File: src/rtl/wbcopy_pkg.sv
// Shared definitions for the wbcopy word-copy engine: FSM encoding and address stepping.
package wbcopy_pkg;

  typedef logic [2:0] state_t;

  localparam state_t StIdle = 3'd0;
  localparam state_t StRd   = 3'd1;
  localparam state_t StRdw  = 3'd2;
  localparam state_t StWr   = 3'd3;
  localparam state_t StWrw  = 3'd4;
  localparam state_t StFin  = 3'd5;

  localparam logic [31:0] WordStep = 32'd4;
  localparam logic [31:0] AdrMask  = 32'hffff_fffc;

endpackage

File: src/rtl/if_wb.sv
// Pipelined Wishbone bus bundle with master and slave views.
interface if_wb;
  logic        cyc;
  logic        stb;
  logic        we;
  logic [31:0] adr;
  logic [3:0]  sel;
  logic [31:0] dat_w;
  logic [31:0] dat_r;
  logic        ack;
  logic        stall;

  modport master (
    output cyc, stb, we, adr, sel, dat_w,
    input  dat_r, ack, stall
  );

  modport slave (
    input  cyc, stb, we, adr, sel, dat_w,
    output dat_r, ack, stall
  );
endinterface

File: src/rtl/wbcopy.sv
// Word-by-word memory copy engine: read one word, write it, repeat, over a pipelined
// Wishbone master port with per-access ack timeout and graceful abort.
module wbcopy
  import wbcopy_pkg::*;
#(
  parameter int unsigned TIMEOUT = 255
) (
  input  logic        clk_i,
  input  logic        rst_i,
  input  logic        start_i,
  input  logic [31:0] src_i,
  input  logic [31:0] dst_i,
  input  logic [15:0] len_i,
  input  logic        abort_i,
  output logic        busy_o,
  output logic        done_o,
  output logic        err_o,
  if_wb.master        bus
);

  localparam int unsigned TmoW = (TIMEOUT > 1) ? $clog2(TIMEOUT) : 1;
  localparam logic [TmoW-1:0] TmoLast = TmoW'(TIMEOUT - 1);

  state_t          state_q, state_d;
  logic [31:0]     src_q, src_d;
  logic [31:0]     dst_q, dst_d;
  logic [15:0]     cnt_q, cnt_d;
  logic [31:0]     data_q, data_d;
  logic [TmoW-1:0] tmo_q, tmo_d;
  logic            abort_q, abort_d;
  logic            err_q, err_d;
  logic            word_done;

  always_ff @(posedge clk_i or posedge rst_i) begin
    if (rst_i) begin
      state_q <= StIdle;
      src_q   <= '0;
      dst_q   <= '0;
      cnt_q   <= '0;
      data_q  <= '0;
      tmo_q   <= '0;
      abort_q <= 1'b0;
      err_q   <= 1'b0;
    end else begin
      state_q <= state_d;
      src_q   <= src_d;
      dst_q   <= dst_d;
      cnt_q   <= cnt_d;
      data_q  <= data_d;
      tmo_q   <= tmo_d;
      abort_q <= abort_d;
      err_q   <= err_d;
    end
  end

  always_comb begin
    state_d   = state_q;
    src_d     = src_q;
    dst_d     = dst_q;
    cnt_d     = cnt_q;
    data_d    = data_q;
    tmo_d     = tmo_q;
    abort_d   = abort_q;
    err_d     = err_q;
    word_done = 1'b0;

    case (state_q)
      StIdle: begin
        if (start_i) begin
          src_d   = src_i & AdrMask;
          dst_d   = dst_i & AdrMask;
          cnt_d   = len_i;
          err_d   = 1'b0;
          abort_d = 1'b0;
          tmo_d   = '0;
          state_d = (len_i == 16'd0) ? StFin : StRd;
        end
      end
      StRd: begin
        if (!bus.stall) begin
          tmo_d = '0;
          // An ack alongside acceptance completes the read without a wait state.
          if (bus.ack) begin
            data_d  = bus.dat_r;
            state_d = StWr;
          end else begin
            state_d = StRdw;
          end
        end
      end
      StRdw: begin
        if (bus.ack) begin
          data_d  = bus.dat_r;
          state_d = StWr;
        end else if (tmo_q == TmoLast) begin
          err_d   = 1'b1;
          state_d = StFin;
        end else begin
          tmo_d = tmo_q + 1'b1;
        end
      end
      StWr: begin
        if (!bus.stall) begin
          tmo_d = '0;
          if (bus.ack) begin
            word_done = 1'b1;
          end else begin
            state_d = StWrw;
          end
        end
      end
      StWrw: begin
        if (bus.ack) begin
          word_done = 1'b1;
        end else if (tmo_q == TmoLast) begin
          err_d   = 1'b1;
          state_d = StFin;
        end else begin
          tmo_d = tmo_q + 1'b1;
        end
      end
      StFin:   state_d = StIdle;
      default: state_d = StIdle;
    endcase

    if (word_done) begin
      src_d   = src_q + WordStep;
      dst_d   = dst_q + WordStep;
      cnt_d   = cnt_q - 16'd1;
      state_d = (cnt_q == 16'd1 || abort_q || abort_i) ? StFin : StRd;
    end

    if (busy_o && abort_i) begin
      abort_d = 1'b1;
    end
  end

  assign busy_o = (state_q != StIdle) && (state_q != StFin);
  assign done_o = (state_q == StFin);
  assign err_o  = err_q;

  // cyc falls combinationally in the write-ack cycle so every word is its own bus cycle.
  assign bus.cyc   = (state_q == StRd) || (state_q == StRdw) || (state_q == StWr) ||
                     ((state_q == StWrw) && !bus.ack);
  assign bus.stb   = (state_q == StRd) || (state_q == StWr);
  assign bus.we    = (state_q == StWr);
  assign bus.adr   = (state_q == StRd) ? src_q : ((state_q == StWr) ? dst_q : 32'd0);
  assign bus.sel   = bus.stb ? 4'hf : 4'h0;
  assign bus.dat_w = (state_q == StWr) ? data_q : 32'd0;

endmodule

File: src/flat_wrapper.sv
// flat-port wrapper written by rule: the top's interface ports become plain ports
module wbcopy_flat import wbcopy_pkg::*;
#(
  parameter int unsigned TIMEOUT = 255
)
  (clk_i, rst_i, start_i, src_i, dst_i, len_i, abort_i, busy_o, done_o, err_o, bus_cyc, bus_stb, bus_we, bus_adr, bus_sel, bus_dat_w, bus_dat_r, bus_ack, bus_stall);
  if_wb bus_i ();
  input  logic clk_i;
  input  logic rst_i;
  input  logic start_i;
  input  logic [31:0] src_i;
  input  logic [31:0] dst_i;
  input  logic [15:0] len_i;
  input  logic abort_i;
  output logic busy_o;
  output logic done_o;
  output logic err_o;
  output wire logic [$bits(bus_i.cyc)-1:0] bus_cyc;
  output wire logic [$bits(bus_i.stb)-1:0] bus_stb;
  output wire logic [$bits(bus_i.we)-1:0] bus_we;
  output wire logic [$bits(bus_i.adr)-1:0] bus_adr;
  output wire logic [$bits(bus_i.sel)-1:0] bus_sel;
  output wire logic [$bits(bus_i.dat_w)-1:0] bus_dat_w;
  input wire logic [$bits(bus_i.dat_r)-1:0] bus_dat_r;
  input wire logic [$bits(bus_i.ack)-1:0] bus_ack;
  input wire logic [$bits(bus_i.stall)-1:0] bus_stall;
  assign bus_cyc = bus_i.cyc;
  assign bus_stb = bus_i.stb;
  assign bus_we = bus_i.we;
  assign bus_adr = bus_i.adr;
  assign bus_sel = bus_i.sel;
  assign bus_dat_w = bus_i.dat_w;
  assign bus_i.dat_r = bus_dat_r;
  assign bus_i.ack = bus_ack;
  assign bus_i.stall = bus_stall;
  wbcopy #(.TIMEOUT(TIMEOUT)) u_core (.clk_i(clk_i), .rst_i(rst_i), .start_i(start_i), .src_i(src_i), .dst_i(dst_i), .len_i(len_i), .abort_i(abort_i), .busy_o(busy_o), .done_o(done_o), .err_o(err_o), .bus(bus_i));
endmodule
File: config.mk
export PLATFORM = sky130hd
export DESIGN_NAME = wbcopy_flat
export DESIGN_NICKNAME = d
export VERILOG_FILES = /design/src/rtl/wbcopy_pkg.sv /design/src/rtl/if_wb.sv /design/src/rtl/wbcopy.sv /design/src/flat_wrapper.sv
export SDC_FILE = /design/constraint.sdc
export NUM_CORES = 1
export LEC_CHECK = 0
export CORE_UTILIZATION = 40
export CTS_CLUSTER_SIZE = 25
export DETAILED_ROUTE_END_ITERATION = 6
export PLACE_DENSITY_LB_ADDON = 0.1
export SLEW_MARGIN = 15
export SYNTH_ARGS = -nofsm -noshare
export SYNTH_HDL_FRONTEND = slang
export SYNTH_SLANG_ARGS = --single-unit
File: constraint.sdc
create_clock -name clk_i -period 6.2 [get_ports clk_i]
set_clock_uncertainty 0.05 [all_clocks]
set_input_delay 1.86 -clock clk_i [delete_from_list [all_inputs] [get_ports clk_i]]
set_output_delay 1.86 -clock clk_i [all_outputs]
set_load 0.02 [all_outputs]
---- After elaboration in Yosys (flattened, before gate mapping) ----
Index checks and enable logic that the tools add are counted.
storage, ports and cells
  bits in registers ....................... 125
  input bits .............................. 118
  output and inout port bits .............. 74
  word-level logic and storage cells ...... 101
cells by class
  add/sub/neg operators ................... 4
  eq/ne operators ......................... 19
  multiplexer cells ....................... 42
  reductions and logical operators ........ 28
operator list
  kind                   number
  $mux 32                11
  $add 32x3->32 const B  2
  $pmux 32 s2            1
  $mux 16                3
  $mux 8                 4
  $mux 3                 10
  $pmux 8 s3             1
  $eq 16x1->1 const B    1
  $logic_not 16->1       1
  $sub 16x1->16 const B  1
  $ne 3x2->1 const B     5
  $pmux 3 s5             1
  $reduce_bool 2->1      6
  $ne 2x2->1 const B     5
  $reduce_and 5->1       2
  $add 8x1->8 const B    1
  $eq 8x8->1 const B     1
  $mux 1                 8
  $eq 3x2->1 const B     2
  $eq 3x3->1 const B     2
  $logic_or 1x1->1       6
  $reduce_and 2->1       3
  $reduce_bool 3->1      2
  $mux 4                 1
  other kinds (9)        13

---- Longest topological paths before layout ----
Gate-level depths: netlist of run 1.
  depth after elaboration ................. 5
  gate-level depth with buffers ........... 8
  gate-level depth less buffers ........... 6

---- Least setup slack after synthesis of run 1 ----
Ideal clock, no wire load.
  path kind ............................... input to output
  from .................................... input port bus_ack
  to ...................................... output port bus_cyc
  data arrival time ....................... 2.480 ns
  data required time ...................... 4.290 ns
  slack ................................... 1.810 ns
  stages on the path ...................... 3
  buffers on the path ..................... 1
  path through ............................ clkbuf_1 -> or2b_1 -> o21ai_0
between the ends
  word-level cells in the longest chain between the ends .. 3
RTL lines
  what               line                RTL
  from (decl)        flat_wrapper.sv:25  input wire logic [$bits(bus_i.ack)-1:0] bus_ack;
  $logic_not 1->1    wbcopy.sv:144       ((state_q == StWrw) && !bus.ack);
  $logic_and 1x1->1  wbcopy.sv:144
  $logic_or 1x1->1   wbcopy.sv:143       assign bus.cyc = (state_q == StRd) || (state_q == StRdw) || (state_q == StWr) ||
  to (decl)          flat_wrapper.sv:18  output wire logic [$bits(bus_i.cyc)-1:0] bus_cyc;
No other way between the ends.

---- Final worst setup path of run 1 ----
Ends and elaborated chain as after synthesis.

==> results_dict.tcl, run 1 <==
set metrics [dict create \
    cp-start-kind "primary input" \
    synthArstFlopShare 1.00 \
    dpl_cell_area_sq_mm 0.00924 \
    tritoncts.num_buffers 17 \
    pre_cts_ws_ns 0.926 \
    first_pass_grt_wire_length_microns 34700 \
    cts.reportedPaths.clkPinSlew_ns 0.06 \
    rows 48 \
    diodes 0 \
    part_of_the_yosys_area_used_for_sequential_elements 0.419 \
    fin_worst_hold_slack_ns 0.439 \
    static-leakage-power_nw 3.97 \
    synth_area_per_cell_sq_um 9.14 \
    viasPerCell 5.69 \
    design.core.area_sq_mm 0.0175 \
    fmax_mhz 190 \
    area.growth.synth_to_final_pct 36.5 \
    synth_ff_type "dfrtp_1" \
    setup_repair_after_global_routing_missed_its_margin "false" \
    ys_ff_latch 121 \
    post_synth_instance_area_sq_mm 0.00722 \
    slew_viol_final 0 \
    peakVddDrop_mv 0.263 \
    port_buffers 185 \
    hold_path.startpoint "u_core.data_q[23]" \
    cts_max_level 4 \
    worstSetupPathType "in2out" \
    timing.final.crit_share 0.850 \
    result_of_the_run "completed" \
    postRouteWirelength_microns 21800 \
    synth.distinct_cells 71 \
    top_level_ports 192 \
    timing.reg2reg.worst_path_depth 6 \
    num_vias 6774 \
    cap_violations 0 \
    tritoncts_clock_tree "done" \
    setup_fix_buffers_added_after_clock_tree_synthesis 0 \
    initial_core_util 0.413 \
    crit_arrival_ns 3.36 \
    cell_at_the_root_of_the_clock_tree "clkbuf_16" \
    cp-end-kind "primary output" \
    drt_iter0_drc 428 \
    ff_latch_area_sq_mm 0.00303 \
    dieWidth_microns 136 \
    worstPathRequired_ns 4.29 \
    dieArea_sq_mm 0.0186 \
    timing.rr.start "u_core.state_q[1]" \
    cts_hold_repair.buffers 0 \
    setup_ws_ns 0.928 \
    layout.filler_cells 1597 \
    path_max_fanout 2 \
    clockBufferDepth 2 \
    drive_above_1_share 0.104 \
    timing.reg2reg.setup_slack_ns 3.02 \
    hold_class "reg2reg" \
    grt_antenna_before_repair 1 \
    antenna_violating_nets_post_route 0 \
    ys_warn_count 0 \
    grt_usage 0.243 \
    cellPowerDensity_mw_per_mm2 504 \
    detail_route.wl_per_cell_microns 18.3 \
    drt_pass1_iterations 5 \
    setup_total_negative_slack_ns 0 \
    clock_latency_ns 0.43 \
    timing_hold_violations_final 0 \
    post-route-drc-count 0 \
    grt.overflow.total 0 \
    gp_routability_congestion 0.803 \
    final-setup-viol-count 0 \
    grt_start_max_net_pins 75 \
    count_of_clock_tree_sinks 121 \
    die_y_microns 136 \
    grt_pass1_vias 6417 \
    finish.net_count 1076 \
    cts.repair.resized 0 \
    synthesis.instances 790 \
    min_to "u_core.data_q[23]" \
    r2r-end "u_core.dst_q[20]" \
    edff_count_synth 0 \
    finalInstanceArea_sq_mm 0.00986 \
    p_total_mw 4.97 \
    place.detailed.hpwl_microns 14800 \
    relSlewSlack 0.282 \
    multi_input_comb_area_sq_mm 0.00389 \
    finalCriticalPeriod_ns 5.27 \
    timing_worst_slew_pin_value_ns 1.07 \
    min_path_cells 1 \
]
area by class of cell:
cell class,count,area share
clock inverters,13,0.0179
repair buffers,198,0.200
clock buffers,19,0.0449
multi-input cells,598,0.395
well taps,225,0.0286
inverters,16,0.00635
flip-flops and latches,121,0.307
kinds of logic (layout without fill, tap and decap cells):
family / after synthesis / in the layout / share of synthesized area
other cells: 1 / 2 / 0.000519
xor+xnor: 12 / 12 / 0.0146
buf+inv: 72 / 246 / 0.0435
flops: 121 / 121 / 0.419
simple gates: 338 / 338 / 0.242
compound gates: 172 / 172 / 0.169
fa+ha+maj: 6 / 6 / 0.0104
mux: 68 / 68 / 0.100
power breakdown:
part           leakage [nW]  switching [mW]  internal, mW
sequential             1.44           0.462          1.15
clock                 0.299           0.374         0.679
combinational          2.23            1.22          1.08
total                  3.97            2.05          2.91
per-stage QoR:
step,util,std cells
after global placement,0.529,1158
after floorplan,-,791
after CTS,0.564,1190
final,0.564,1190
after detailed placement,0.529,1158
after global routing,0.564,1190
state kept, by name (all words and copies together), names as in the netlist:
signal / cells
u_core.src_q: 30
u_core.data_q: 32
u_core.abort_q: 1
u_core.state_q: 3
u_core.err_o: 1
u_core.tmo_q: 8
u_core.dst_q: 30
u_core.cnt_q: 16
cell usage after synthesis (all sizes together), types with 4 or more instances:
library cell  instances  area [sq um]
a211oi               16           120
a21o                  5          37.5
a21oi                29           145
a221o                 8          80.1
a22oi                 4          30.0
a311oi                7          61.3
and3                 41           257
and4                  7          61.3
buf                  24           134
clkbuf               32           120
dfrtp               121          3030
ha                    6          75.1
inv                  16          60.1
mux2                 33           372
mux2i                35           350
nand2                66           248
nand3                38           195
nand4                18           119
nor2                 93           352
nor3                 25           125
nor3b                 6          61.3
nor4                 23           165
o211a                 4          40.0
o211ai               13          97.6
o21ai                35           175
o221a                 4          45.0
o22ai                14          87.6
o311ai                9          78.8
or4                   4          37.5
xnor2                 7          61.3
xor2                  5          43.8
worst max-delay path, cell delays in order:
cell,delay [ns]
clkdlybuf4s50_1,0.44
or2b_1,0.23
o21ai_0,0.16
clkdlybuf4s50_1,0.68
cells in the final DEF (no fill, tap or decap), types with 7 or more instances in the layout:
cell type / synthesis / routed
clkdlybuf4s50_1: 0 / 185
dfrtp_1: 121 / 120
nor2_1: 92 / 92
nand2_1: 66 / 66
and3_1: 41 / 41
nand3_1: 37 / 37
mux2i_1: 35 / 35
o21ai_0: 33 / 33
mux2_2: 32 / 32
a21oi_1: 29 / 29
nor3_1: 25 / 25
nor4_1: 21 / 21
nand4_1: 17 / 17
clkbuf_16: 0 / 17
a211oi_1: 16 / 16
inv_1: 16 / 15
o22ai_1: 14 / 14
o211ai_1: 13 / 13
buf_4: 8 / 11
a221o_1: 8 / 8
o311ai_0: 8 / 8
and4_1: 7 / 7
xnor2_1: 7 / 7
a311oi_1: 7 / 7
layer usage:
layer  share of wire  global-route usage  wire length, microns
met1            0.47               0.334                 10200
met2            0.46               0.379                 10000
met3           0.065              0.0630                  1410
met4           0.010              0.0636                   228
met5         0.00060                   0                    13
how the worst max path moves through the flow:
stage	slack [ns]	endpoint	depth (start not counted)	start
after floorplan	1.08	u_core.abort_q	1	rst_i
after global placement	0.92	bus_cyc	4	bus_ack
after detailed placement	0.93	bus_cyc	4	bus_ack
after CTS	0.93	bus_cyc	4	bus_ack
after global routing	0.87	bus_cyc	4	bus_ack
final	0.93	bus_cyc	4	bus_ack
No activity file was read; power rests on OpenSTA's default activity.
==> run 2: changes to the inputs <==
==> constraint.sdc (replaced) <==
create_clock -name clk_i -period 6.8 [get_ports clk_i]
set_clock_uncertainty 0.05 [all_clocks]
set_input_delay 2.04 -clock clk_i [delete_from_list [all_inputs] [get_ports clk_i]]
set_output_delay 2.04 -clock clk_i [all_outputs]
set_load 0.02 [all_outputs]
==> run 2 against run 1 <==
- setup slack gained 0.18 ns
- die area unchanged
- sequential share of layout area decreased by 0.093 points
- sequential power is 9.9% lower
- utilization rose by 0.17 points
- non-clock buffer count up 2
- count of clock-buffer cells in the layout is 2 lower
- critical endpoint unchanged
==> results_dict.tcl, run 2 (synthesis gave the netlist of run 1 again) <==
set metrics [dict create \
    number_of_flip_flops_in_the_largest_register 32 \
    seqPwrFrac 0.322 \
    first_pass_grt_wire_length_microns 34200 \
    place.detailed.hpwl_microns 14700 \
    area.growth.synth_to_final_pct 37.0 \
    grt.overflow.total 0 \
    grt_start_max_net_pins 55 \
    mostFrequentLayoutCell "clkdlybuf4s50_1" \
    dieArea_sq_mm 0.0186 \
    rows 48 \
    cp-end-kind "primary output" \
    detail_route.wl_per_cell_microns 18.0 \
    design.core.area_sq_mm 0.0175 \
    result_of_the_run "completed" \
    tritoncts_clock_tree "done" \
    r2r-end "u_core.src_q[14]" \
    cts.repair.resized 0 \
    cts.reportedPaths.clkPinSlew_ns 0.06 \
    cell_at_the_root_of_the_clock_tree "clkbuf_16" \
    setup_repair_after_global_routing_missed_its_margin "false" \
    cts_max_level 4 \
    peakVddDrop_mv 0.278 \
    power.share.switching 0.414 \
    slew_viol_final 0 \
    static-leakage-power_nw 3.98 \
    finalInstanceArea_sq_mm 0.00989 \
    worstSetupPathType "in2out" \
    tritoncts.num_buffers 17 \
    reg_top3 "u_core.data_q x32, u_core.dst_q x30, u_core.src_q x30" \
    post-route-drc-count 0 \
    pre_cts_ws_ns 1.10 \
    finish.net_count 1078 \
    cts_hold_repair.buffers 0 \
    timing_worst_slew_pin_value_ns 1.09 \
    timing.rr.start "u_core.state_q[1]" \
    worstPathRequired_ns 4.71 \
    crit_arrival_ns 3.60 \
    top_level_ports 192 \
    drt_iter0_drc 396 \
    relSlewSlack 0.263 \
    diodes 0 \
    finalCriticalPeriod_ns 5.69 \
    num_vias 6808 \
    switching_power_mw 1.88 \
    p_total_mw 4.53 \
    cap_violations 0 \
    grt_antenna_before_repair 0 \
    fmax_mhz 176 \
    initial_core_util 0.413 \
    setup_fix_buffers_added_after_clock_tree_synthesis 0 \
    setup_total_negative_slack_ns 0 \
    die_y_microns 136 \
    port_buffers 185 \
    viasPerCell 5.71 \
    hold_path.startpoint "u_core.cnt_q[15]" \
    hold_class "reg2reg" \
    cp-start-kind "primary input" \
    timing.reg2reg.setup_slack_ns 3.86 \
    power.share.clock 0.213 \
    gp_routability_congestion 0.796 \
    cellPowerDensity_mw_per_mm2 458 \
    dieWidth_microns 136 \
    timing_hold_violations_final 0 \
    timing.reg2reg.worst_path_depth 5 \
    postRouteWirelength_microns 21400 \
    power_report.internal_total_mw 2.66 \
    clock_latency_ns 0.42 \
    clockBufferDepth 2 \
    power.combinational.fraction 0.465 \
    final-setup-viol-count 0 \
    mostFrequentLayoutCells "clkdlybuf4s50_1 (185), dfrtp_1 (120), nor2_1 (92), nand2_1 (66), and3_1 (41)" \
    min_to "u_core.cnt_q[15]" \
    grt_pass1_vias 6495 \
    drive_above_1_share 0.107 \
    dpl_cell_area_sq_mm 0.00924 \
    drt_pass1_iterations 4 \
    count_of_clock_tree_sinks 121 \
    regMostFlops "u_core.data_q" \
    setup_ws_ns 1.11 \
    timing.final.crit_share 0.837 \
    antenna_violating_nets_post_route 0 \
    path_max_fanout 15 \
    grt_usage 0.238 \
    min_path_cells 1 \
]
[run 2: final cells by class]
| type | count | area [sq um] |
|---|---|---|
| sequential | 121 | 3030 |
| clock buffer | 17 | 425 |
| fill | 1558 | 7590 |
| clock inverter | 15 | 201 |
| timing repair buffer | 200 | 2000 |
| tap | 225 | 282 |
| inverter | 16 | 62.6 |
| multi-input combinational | 598 | 3890 |
[run 2: per-stage QoR]
| stage | hold WS [ns] | instances | utilization |
|---|---|---|---|
| floorplan | 0.388 | 791 | - |
| global placement | 0.410 | 1159 | 0.528 |
| detailed placement | 0.422 | 1159 | 0.528 |
| CTS | 0.430 | 1191 | 0.564 |
| global route | 0.452 | 1192 | 0.566 |
| finish | 0.436 | 1192 | 0.566 |
[run 2: how the worst max path moves through the flow]
stage               startpoint        endpoint  cells past startpoint
floorplan                rst_i  u_core.abort_q                      1
global route           bus_ack         bus_cyc                      5
detailed placement     bus_ack         bus_cyc                      5
finish                 bus_ack         bus_cyc                      5
global placement       bus_ack         bus_cyc                      5
CTS                    bus_ack         bus_cyc                      5
[run 2: worst max-delay path, stage by stage]
cell and delay [ns]:
clkdlybuf4s50_1 0.40, buf_4 0.20, or2b_1 0.23, o21ai_0 0.06, clkdlybuf4s50_1 0.66
[run 2: power by group through the flow]
stage / combinational [mW] / clock (mW) / sequential, mW
floorplan: 1.46 / 0 / 1.30
global placement: 2.09 / 0 / 1.45
detailed placement: 2.10 / 0 / 1.46
CTS: 2.11 / 0.980 / 1.45
global route: 2.31 / 1.01 / 1.52
finish: 2.11 / 0.964 / 1.46
[run 2: metal layers]
layer	global-route usage	up-vias	routed length [microns]
met1	0.324	3271	10000
li1	-	3277	-
met5	0	-	0
met3	0.0548	30	1300
met2	0.370	230	9770
met4	0.0778	0	349
